--- src/rtl/snn_pkg.sv ---
// snn_pkg: shared helpers for the spiking classifier (weight decode, widths).
package snn_pkg;
   function automatic int clog2(input int n);
      int r;
      r = 0;
      while ((1 << r) < n) r++;
      return r;
   endfunction
   // Membrane potential width: weight magnitude plus headroom for HEIGHT synapses.
   function automatic int pot_width(input int width, input int height);
      return width + clog2(height) + 1;
   endfunction
   // Sign-magnitude (bit width = sign) to two's-complement integer.
   function automatic int decode_weight(input int w, input int width);
      int mag;
      mag = w & ((1 << width) - 1);
      return ((w >> width) & 1) != 0 ? -mag : mag;
   endfunction
   localparam int DEF_PW = pot_width(8, 7);
endpackage

--- src/rtl/lif_neuron.sv ---
// lif_neuron: leaky integrate-and-fire neuron with clamped potential and refractory hold.
module lif_neuron
   import snn_pkg::*;
#(
   parameter int PW         = DEF_PW,
   parameter int THRESHOLD  = 256,
   parameter int LEAK_SHIFT = 3,
   parameter int REFRACT    = 2
) (
   input  logic              clk,
   input  logic              rst,
   input  logic signed [PW:0] syn_in,
   output logic              spike
);
   localparam int RW = REFRACT > 0 ? clog2(REFRACT + 1) : 1;
   localparam logic [PW:0] TH = (PW + 1)'(THRESHOLD);
   logic [PW-1:0]        v;
   logic [RW-1:0]        cnt;
   logic signed [PW+1:0] n_raw;
   logic [PW-1:0]        n_clamp;
   logic                 refr;
   logic                 fire;
   always_comb begin
      n_raw   = signed'({2'b00, v - (v >> LEAK_SHIFT)}) + {syn_in[PW], syn_in};
      // Sign bit means underflow; bit PW on a non-negative value means overflow.
      n_clamp = n_raw[PW+1] ? '0 : n_raw[PW] ? '1 : n_raw[PW-1:0];
      refr    = cnt != '0;
      fire    = !refr && ({1'b0, n_clamp} >= TH);
   end
   always_ff @(posedge clk or posedge rst) begin
      if (rst) begin
         v     <= '0;
         cnt   <= '0;
         spike <= 1'b0;
      end else begin
         v     <= (refr || fire) ? '0 : n_clamp;
         cnt   <= refr ? cnt - 1'b1 : fire ? RW'(REFRACT) : cnt;
         spike <= fire;
      end
   end
endmodule

--- src/rtl/network.sv ---
// network: pixel-gated signed synapses summed into a single LIF neuron.
module network
   import snn_pkg::*;
#(
   parameter int                          WIDTH      = 8,
   parameter int                          HEIGHT     = 7,
   parameter logic [HEIGHT-1:0][WIDTH:0]  WEIGHTS    = {HEIGHT{9'd260}},
   parameter int                          THRESHOLD  = 2 ** WIDTH,
   parameter int                          LEAK_SHIFT = 3,
   parameter int                          REFRACT    = 2
) (
   input  logic              clk,
   input  logic              rst,
   input  logic [HEIGHT-1:0] pixels,
   output logic              neuron_out
);
   localparam int PW = pot_width(WIDTH, HEIGHT);
   logic signed [PW:0] term [HEIGHT];
   logic signed [PW:0] syn;
   for (genvar i = 0; i < HEIGHT; i++) begin : g_syn
      localparam int WI = decode_weight(int'(WEIGHTS[i]), WIDTH);
      assign term[i] = pixels[i] ? (PW + 1)'(WI) : '0;
   end
   always_comb begin
      syn = '0;
      for (int i = 0; i < HEIGHT; i++) syn = syn + term[i];
   end
   lif_neuron #(
      .PW(PW),
      .THRESHOLD(THRESHOLD),
      .LEAK_SHIFT(LEAK_SHIFT),
      .REFRACT(REFRACT)
   ) u_lif (
      .clk(clk),
      .rst(rst),
      .syn_in(syn),
      .spike(neuron_out)
   );
endmodule

--- config.mk ---
export PLATFORM = sky130hd
export DESIGN_NAME = network
export DESIGN_NICKNAME = d
export VERILOG_FILES = /design/src/rtl/snn_pkg.sv /design/src/rtl/lif_neuron.sv /design/src/rtl/network.sv
export SDC_FILE = /design/constraint.sdc
export NUM_CORES = 1
export LEC_CHECK = 0
export ABC_AREA = 1
export CORE_MARGIN = 5
export CORE_UTILIZATION = 40
export CTS_BUF_LIST = sky130_fd_sc_hd__clkbuf_8
export DETAILED_ROUTE_END_ITERATION = 8
export MAX_ROUTING_LAYER = met4
export PLACE_DENSITY_LB_ADDON = 0.05
export SYNTH_ARGS = -nofsm -noshare
export SYNTH_HDL_FRONTEND = slang
export SYNTH_SLANG_ARGS = --single-unit
export TNS_END_PERCENT = 1
--- constraint.sdc ---
create_clock -name clk -period 3.5 [get_ports clk]
set_input_delay 0.525 -clock clk [delete_from_list [all_inputs] [get_ports clk]]
set_output_delay 0.525 -clock clk [all_outputs]
set_load 0.005 [all_outputs]
* Word level (Yosys, flattened, before mapping)
Cells that the tools add are included.
** Cells by class
- Reductions and logical operators :: 5
- Muxes and demuxes :: 12
- Order comparisons :: 1
- Add/subtract/negate cells :: 9
** Operator list (number)
- $mux W13 :: 7
- $add A13 B13 Y13 :: 6
- $mux W12 :: 3
- $add A13 B13 Y14 :: 1
- $ge A12 B9 Y1 const B :: 1
- $sub A12 B9 Y12 :: 1
- $mux W2 :: 2
- $reduce_bool A2 Y1 :: 2
- $sub A2 B1 Y2 const B :: 1
- $logic_and A1 B1 Y1 :: 1
- $logic_not A1 Y1 :: 1
- $logic_or A1 B1 Y1 :: 1
** Storage, ports and cells
- Output and inout bits :: 1
- Flip-flop bits (word level) :: 15
- Input port bits :: 9

* Logic depth before layout (Yosys ltp)
Gate-level depths: netlist of run 1.
- Word-level depth :: 14
- Depth in mapped cells :: 29
- Gate-level depth less buffers :: 29

* Cells and area by module
Synthesis of run 1 repeated with hierarchy kept, for this count alone.
** Unflattened totals
- Cell total of the unflattened synthesis :: 303
- Area total of the unflattened synthesis :: 2155.8 um^2
** Modules (own cells, without submodules)
- lif_neuron :: area each 1720.4 um^2, cells each 252, times used 1
- network :: area each 435.4 um^2, cells each 51, times used 1

* Least setup slack after synthesis of run 1
No wires, ideal clock.
- Path kind :: in2reg
- Start point :: input pixels[0]
- End point :: register u_lif.v[0]
- Required time :: 3.429 ns
- Library setup time :: 0.071 ns
- Path slack :: -2.040 ns
- Cell stages on the path :: 28
- Data arrival time :: 5.468 ns
- Path buffers :: 0
- Cell sequence :: fa_1 -> inv_1 -> fa_1 -> inv_1 -> fa_1 -> inv_1 -> fa_1 -> inv_1 -> ha_1 -> inv_1 -> o21bai_1 -> a21oi_1 -> fa_1 -> inv_1 -> ha_1 -> nand2_2 -> inv_1 -> nand2_2 -> nand2_1 -> nand2_1 -> nand3_1 -> nand2_2 -> nand2_4 -> nor2_4 -> nand2_2 -> nand2_4 -> nand3_4 -> nor2_2
** On the way
- Longest elaborated chain between the ends :: 14
** RTL lines
- start: declaration :: line network.sv:14 : input logic [HEIGHT-1:0] pixels,
- $mux W13 * :: line network.sv:22 : assign term[i] = pixels[i] ? (PW + 1)'(WI) : '0;
- $add A13 B13 Y13 * (6 in series) :: line network.sv:26 : for (int i = 0; i < HEIGHT; i++) syn = syn + term[i];
- $add A13 B13 Y14 * :: line lif_neuron.sv:24 : n_raw = signed'({2'b00, v - (v >> LEAK_SHIFT)}) + {syn_in[PW], syn_in};
- $mux W12 :: line lif_neuron.sv:26 : n_clamp = n_raw[PW+1] ? '0 : n_raw[PW] ? '1 : n_raw[PW-1:0];
- $mux W12 * :: line lif_neuron.sv:26
- $ge A12 B9 Y1 :: line lif_neuron.sv:28 : fire = !refr && ({1'b0, n_clamp} >= TH);
- $logic_and A1 B1 Y1 :: line lif_neuron.sv:28
- $logic_or A1 B1 Y1 :: line lif_neuron.sv:36 : v <= (refr || fire) ? '0 : n_clamp;
- $mux W12 * :: line lif_neuron.sv:36
- end signal: assignment :: line lif_neuron.sv:36
- end: declaration :: line lif_neuron.sv:17 : logic [PW-1:0] v;
Mark *: on every way between the ends. The rest lies on a longest branch, timed or not.
A chain may end at the register's enable or synchronous reset.

* Final worst setup path of run 1
- Start point :: input pixels[4]
- End point :: register u_lif.v[6]
** On the way
- Longest elaborated chain between the ends :: 11
** RTL lines (line)
- $mux W13 * :: network.sv:22
- $add A13 B13 Y13 * (3 in series) :: network.sv:26
- $add A13 B13 Y14 * :: lif_neuron.sv:24
- $mux W12 :: lif_neuron.sv:26
- $mux W12 * :: lif_neuron.sv:26
- $ge A12 B9 Y1 :: lif_neuron.sv:28
- $logic_and A1 B1 Y1 :: lif_neuron.sv:28
- $logic_or A1 B1 Y1 :: lif_neuron.sv:36
- $mux W12 * :: lif_neuron.sv:36
Marked as above.

==> results_dict.tcl, run 1 <==
set metrics [dict create \
    fp.dieW_um 82.5 \
    routedWlPerCell_um 11.7 \
    cts_hold_buf 0 \
    crit_required_ps 3690 \
    post_synthesis_async_set_or_reset_flop_share_pct 100 \
    fmaxAchievable_mhz 190 \
    clkLatencyLatePin_ps 250 \
    groute.layer.met1.usage_pct 22.0 \
    clock_sinks 15 \
    remaining_drc_errors 0 \
    met3_usage_pct 2.28 \
    synth-seq-cells 15 \
    coreArea_um2 5110 \
    synth_compound_area_share_pct 7.33 \
    antenna_cells 0 \
    detail-route-antenna-nets 0 \
    top_cell_family_by_delay_on_the_critical_path "adder cells" \
    final_max_slew_viol_count 0 \
    outcome "finished, violations left" \
    hold_end "u_lif.cnt[0]" \
    type_of_the_setup_path_with_the_least_slack "primary input to flop" \
    crit_fanout 8 \
    initial_utilization_pct 41.1 \
    finalSetupViolCount 11 \
    path_common_cell "sky130_fd_sc_hd__inv_2" \
    synth_fa_ha_area_share_pct 28.1 \
    final.setup_skew_ps 2.82 \
    chip_height_um 82.5 \
    first_pass_grt_wire_length_um 8320 \
    cts_buffers 3 \
    finalHoldViolCount 0 \
    mappedNetlistArea_um2 2100 \
    htreeDepth 1 \
    tightest_slew_ps 597 \
    synthFlopType "sky130_fd_sc_hd__dfrtp_1" \
    buffer_ports.inserted 9 \
    critical_path_arrival_ps 5460 \
    syn_area_per_cell_um2 7.26 \
    crit_buf_inv 8 \
    avgViaCountPerCell 4.51 \
    cts.clk_slew.worst_paths_ps 70 \
    track_usage_pct 16.3 \
    critPathCaptureType "flop" \
    finalCritPeriodShare_pct 151 \
    route.vias.total 1880 \
    global_route.usage.met2_pct 26.8 \
    fin_crit_ps 5270 \
    pin_count_of_the_biggest_net_entering_global_routing 16 \
    syn_to_final_growth_pct 34.4 \
    count_of_pins_on_the_block_boundary 10 \
    root_buffer "sky130_fd_sc_hd__clkbuf_8" \
    min_path_type "flop to flop" \
    dieArea_um2 6800 \
    grt_busiest_layer "met2" \
    route.final.wire_length_um 4880 \
    post_synth_xor_area_fraction_pct 5.84 \
    gp_congestion 0.838 \
    failed_checks "setup timing" \
    synth.distinct_cells 27 \
    slowest_stage "sky130_fd_sc_hd__fa_1" \
    initial_antenna_violation_count 0 \
    drt-pass1-iter-count 4 \
    finish.net_count 397 \
    vias_in_the_first_global_route 1823 \
    grt-ovfl-total 0 \
    tritoncts "built" \
    start_kind "primary input" \
    postLayoutSetupSlackWorst_ps -1770 \
    critical_path.reg2reg.startpoint "u_lif.v[3]" \
    timing.max_slew.rel_slack_pct 60.2 \
    detailedPlacementHpwl_um 4070 \
    synth_warnings 0 \
    synth_top_family_by_area "adder cells" \
    n_fill_cell 498 \
    grt_setup_unrepaired "true" \
    r2r-end "u_lif.v[6]" \
    fin_setup_tns_ps -19200 \
    post_synthesis_simple_gate_area_fraction_pct 27.2 \
    synth_seq_area_share_pct 17.9 \
    synth.mux.area_fraction_pct 0 \
    post_route_cells_drive_above_1_share_pct 32.9 \
    clock_tree.buffer_depth 2 \
    reg2reg_depth 21 \
    maxCapViolCount 0 \
    worst_path_largest_cell_delay_ps 590 \
    core.rowCount 26 \
    regToRegSetupSlack_ps 0 \
    timing.hold.worst_path_depth 2 \
    synth_edf_count 0 \
    hp-start "u_lif.cnt[0]" \
    drt_first_iter_violations 68 \
    post_synth_inst_count 289 \
]
==> repair_timing <==
item | CTS | global route
setup endpoints to repair | 11 | 11
resized for setup | 35 | 21
cloned | 0 | 0
pin swaps | 18 | 21
endpoints found under the hold margin | 0 | 0
setup buffers | 4 | 3
==> cells in the mapped netlist (2+ instances only) <==
cell	instances	area, um2
sky130_fd_sc_hd__ha_1	28	350
sky130_fd_sc_hd__a21oi_1	14	70.1
sky130_fd_sc_hd__nor2_1	17	63.8
sky130_fd_sc_hd__nor2_4	2	22.5
sky130_fd_sc_hd__nand3_1	17	85.1
sky130_fd_sc_hd__inv_1	74	278
sky130_fd_sc_hd__nand4_1	3	18.8
sky130_fd_sc_hd__nand2_4	2	22.5
sky130_fd_sc_hd__nand2_1	54	203
sky130_fd_sc_hd__dfrtp_1	15	375
sky130_fd_sc_hd__a31oi_1	2	12.5
sky130_fd_sc_hd__nand2_2	8	50.1
sky130_fd_sc_hd__xnor2_1	7	61.3
sky130_fd_sc_hd__o21ai_0	5	25.0
sky130_fd_sc_hd__o21bai_1	3	22.5
sky130_fd_sc_hd__xor2_1	7	61.3
sky130_fd_sc_hd__fa_1	12	240
sky130_fd_sc_hd__nand3_2	2	20.0
sky130_fd_sc_hd__nor2_2	9	56.3
==> metrics by stage <==
step	setup WS [ps]	hold WS [ps]	cells	cell area, um2	util (%)
3_3_place_gp	-2500	510	406	2610	51.1
5_1_grt	-2080	567	417	2820	55.2
4_1_cts	-1930	520	414	2730	53.4
3_5_place_dp	-2470	502	406	2610	51.1
6_report	-1770	519	417	2820	55.2
2_1_floorplan	-1770	426	292	2170	-
==> cell type report <==
cell class	instances	area, um2	share of cell area (%)
multi-input combinational	202	1640	58.1
clock inverter	1	7.51	0.266
timing repair buffer	51	388	13.7
sequential	15	375	13.3
clock buffer	3	41.3	1.46
inverter	75	282	9.98
tap	70	87.6	3.10
==> worst max-delay path by stage <==
| stage | start | end | depth (start not counted) |
|---|---|---|---|
| finish | pixels[4] | u_lif.v[6] | 28 |
| global route | pixels[4] | u_lif.v[5] | 27 |
| CTS | pixels[2] | u_lif.v[5] | 27 |
| detailed placement | pixels[5] | u_lif.v[6] | 24 |
| global placement | pixels[5] | u_lif.v[6] | 24 |
| floorplan | pixels[5] | u_lif.v[0] | 28 |
==> tightest hold or removal path, stage by stage, from the launching register on <==
cell and delay [ps]:
sky130_fd_sc_hd__dfrtp_1 350, sky130_fd_sc_hd__nand3_1 80, sky130_fd_sc_hd__nand2_1 70
==> logic make-up (layout without fill, tap and decap cells) <==
| kind of cell | Yosys count | in the layout |
|---|---|---|
| simple gates | 117 | 117 |
| compound gates | 27 | 27 |
| xor+xnor | 14 | 14 |
| fa+ha+maj | 40 | 40 |
| flops | 15 | 15 |
| other cells | 1 | 4 |
| buf+inv | 75 | 130 |
==> state kept, by name, indices dropped and copies added, names as in the netlist <==
| signal | flops |
|---|---|
| u_lif.v | 12 |
| u_lif.spike | 1 |
| u_lif.cnt | 2 |
==> layout by cell type, fill, tap and decap left out, types with 5 or more instances in the layout <==
| cell | instances |
|---|---|
| sky130_fd_sc_hd__ha_1 | 21 |
| sky130_fd_sc_hd__ha_4 | 7 |
| sky130_fd_sc_hd__nor2_1 | 15 |
| sky130_fd_sc_hd__nor2_2 | 9 |
| sky130_fd_sc_hd__fa_1 | 10 |
| sky130_fd_sc_hd__inv_2 | 11 |
| sky130_fd_sc_hd__buf_4 | 42 |
| sky130_fd_sc_hd__inv_1 | 64 |
| sky130_fd_sc_hd__o21ai_0 | 5 |
| sky130_fd_sc_hd__nand2_1 | 51 |
| sky130_fd_sc_hd__a21oi_1 | 10 |
| sky130_fd_sc_hd__nand3_2 | 7 |
| sky130_fd_sc_hd__dfrtp_1 | 15 |
| sky130_fd_sc_hd__xnor2_1 | 7 |
| sky130_fd_sc_hd__nand2_2 | 9 |
| sky130_fd_sc_hd__xor2_1 | 7 |
| sky130_fd_sc_hd__nand3_1 | 12 |
==> metal layers <==
metal | routed length, um | vias up
met5 | 0 | -
met4 | 0 | 0
met3 | 54 | 0
met2 | 2400 | 6
met1 | 2430 | 880
li1 | - | 994
Power of run 1 is not shown: default switching activity piles up to over one toggle a cycle in this logic, so the estimate is an artifact.
==> inputs of run 2 (changes only) <==
Settings changed: CORE_UTILIZATION 40 to 45, CTS_CLUSTER_DIAMETER set to 120.
==> run 2 against run 1 <==
Compared with the run above: the run still ends with setup timing left; wire length down 8.6%; via count down 2.9%; design area down 2.1%; critical path depth unchanged; highest routed layer is now met4; register-to-register slack better by 60 ps; sequential cell count unchanged; clock skew down 1.7 ps; first-iteration DRC count down 12%.
==> results_dict.tcl, run 2 (synthesis gave the netlist of run 1 again) <==
set metrics [dict create \
    outcome "finished, violations left" \
    failed_checks "setup timing" \
    maxCapViolCount 0 \
    ff_latch_area_um2 375 \
    grt-ovfl-total 0 \
    multiInputGateArea_um2 1640 \
    slowest_stage "sky130_fd_sc_hd__fa_1" \
    cts_buffers 3 \
    grt_setup_unrepaired "true" \
    tightest_slew_ps 546 \
    critPathCaptureType "flop" \
    fmaxAchievable_mhz 189 \
    timing.max_slew.rel_slack_pct 63.5 \
    max_ffs_per_register 12 \
    final_max_slew_viol_count 0 \
    root_buffer "sky130_fd_sc_hd__clkbuf_8" \
    initial_antenna_violation_count 0 \
    antenna_cells 0 \
    setup_slack_at_placement_ps -2430 \
    pin_count_of_the_biggest_net_entering_global_routing 16 \
    min_path_type "flop to flop" \
    layout.cells.most_common_list "sky130_fd_sc_hd__inv_1, sky130_fd_sc_hd__nand2_1, sky130_fd_sc_hd__buf_4" \
    coreArea_um2 4440 \
    top_cell_family_by_delay_on_the_critical_path "adder cells" \
    critical_path_arrival_ps 5460 \
    chip_height_um 78.3 \
    detailedPlacementHpwl_um 3800 \
    finish.net_count 392 \
    fp.dieW_um 78.3 \
    cts.clk_slew.worst_paths_ps 60 \
    drt-pass1-iter-count 4 \
    max_flop_register "u_lif.v" \
    clock_tree.buffer_depth 2 \
    finalSetupViolCount 11 \
    buffer_ports.inserted 9 \
    avgViaCountPerCell 4.63 \
    core.rowCount 24 \
    gp_congestion 0.817 \
    vias_in_the_first_global_route 1773 \
    type_of_the_setup_path_with_the_least_slack "primary input to flop" \
    routedWlPerCell_um 11.3 \
    syn_to_final_growth_pct 31.5 \
    detail-route-antenna-nets 0 \
    route.vias.total 1825 \
    final_common_cell "sky130_fd_sc_hd__inv_1" \
    postLayoutSetupSlackWorst_ps -1790 \
    count_of_pins_on_the_block_boundary 10 \
    largest_registers "u_lif.v (12), u_lif.cnt (2), u_lif.spike (1)" \
    drt_first_iter_violations 60 \
    remaining_drc_errors 0 \
    clock_sinks 15 \
    crit_required_ps 3670 \
    path_common_cell "sky130_fd_sc_hd__inv_2" \
    worst_path_largest_cell_delay_ps 580 \
    clkLatencyLatePin_ps 240 \
    finalHoldViolCount 0 \
    crit_buf_inv 7 \
    route.final.wire_length_um 4460 \
    finalCritPeriodShare_pct 151 \
    initial_utilization_pct 47.2 \
    post_route_cells_drive_above_1_share_pct 33.6 \
    tritoncts "built" \
    track_usage_pct 15.7 \
    crit_fanout 8 \
    dieArea_um2 6130 \
    n_fill_cell 417 \
    htreeDepth 1 \
    first_pass_grt_wire_length_um 7630 \
    final.setup_skew_ps 1.15 \
    fin_crit_ps 5290 \
    start_kind "primary input" \
]
## run 2: changes by cell type in the layout (fill, tap and decap cells not counted), sizes merged
cell and change:
clkbuf +1, inv +1, clkinvlp -1, buf -6
## run 2: repair_timing
item	in CTS	in global routing
setup buffers	3	2
resized for setup	37	24
endpoints found under the setup margin	11	11
pin swaps	22	25
hold buffers	0	0
endpoints found under the hold margin	0	0
## run 2: worst paths after layout
kind                              startpoint      endpoint  slack (ps)  cells past startpoint
worst max register to register    u_lif.v[3]    u_lif.v[2]          60                     21
worst min-delay path            u_lif.cnt[0]  u_lif.cnt[0]         510                      2
worst max-delay path               pixels[3]    u_lif.v[2]       -1790                     28
worst min register to register  u_lif.cnt[0]  u_lif.cnt[0]         510                      2
max in group asynchronous                rst   u_lif.v[10]        2510                      2
min in group asynchronous                rst   u_lif.v[11]         630                      2
## run 2: routing by layer
layer / GRT usage, % / part of all wire [%] / vias to the layer above
met5: - / 0 / -
met1: 20.7 / 47 / 823
met2: 25.7 / 50 / 19
li1: - / - / 981
met4: 2.62 / 0.94 / 0
met3: 2.75 / 2.1 / 2
## run 2: tightest hold or removal path, delay by kind of cell (launching register included)
family,cells,cell delay (ps)
DFF,1,340
and+or+nand+nor,2,150
## run 2: layout make-up
type | count | area share [%]
multi-input combinational | 202 | 59.5
sequential | 15 | 13.6
timing repair buffer | 46 | 12.7
inverter | 75 | 10.2
tap | 52 | 2.36
clock buffer | 3 | 1.50
clock inverter | 1 | 0.136
## run 2: stage by stage
| stage | area (um2) | instances | setup TNS [ps] | hold slack [ps] | util (%) |
|---|---|---|---|---|---|
| 6_report | 2760 | 394 | -19330 | 513 | 62.1 |
| 5_1_grt | 2760 | 394 | -21320 | 600 | 62.1 |
| 4_1_cts | 2670 | 392 | -20900 | 515 | 60.2 |
| 3_5_place_dp | 2560 | 385 | -26410 | 500 | 57.7 |
| 3_3_place_gp | 2560 | 385 | -26330 | 507 | 57.7 |
| 2_1_floorplan | 2170 | 292 | -19120 | 426 | - |
Power of run 2 is left out for the same reason.
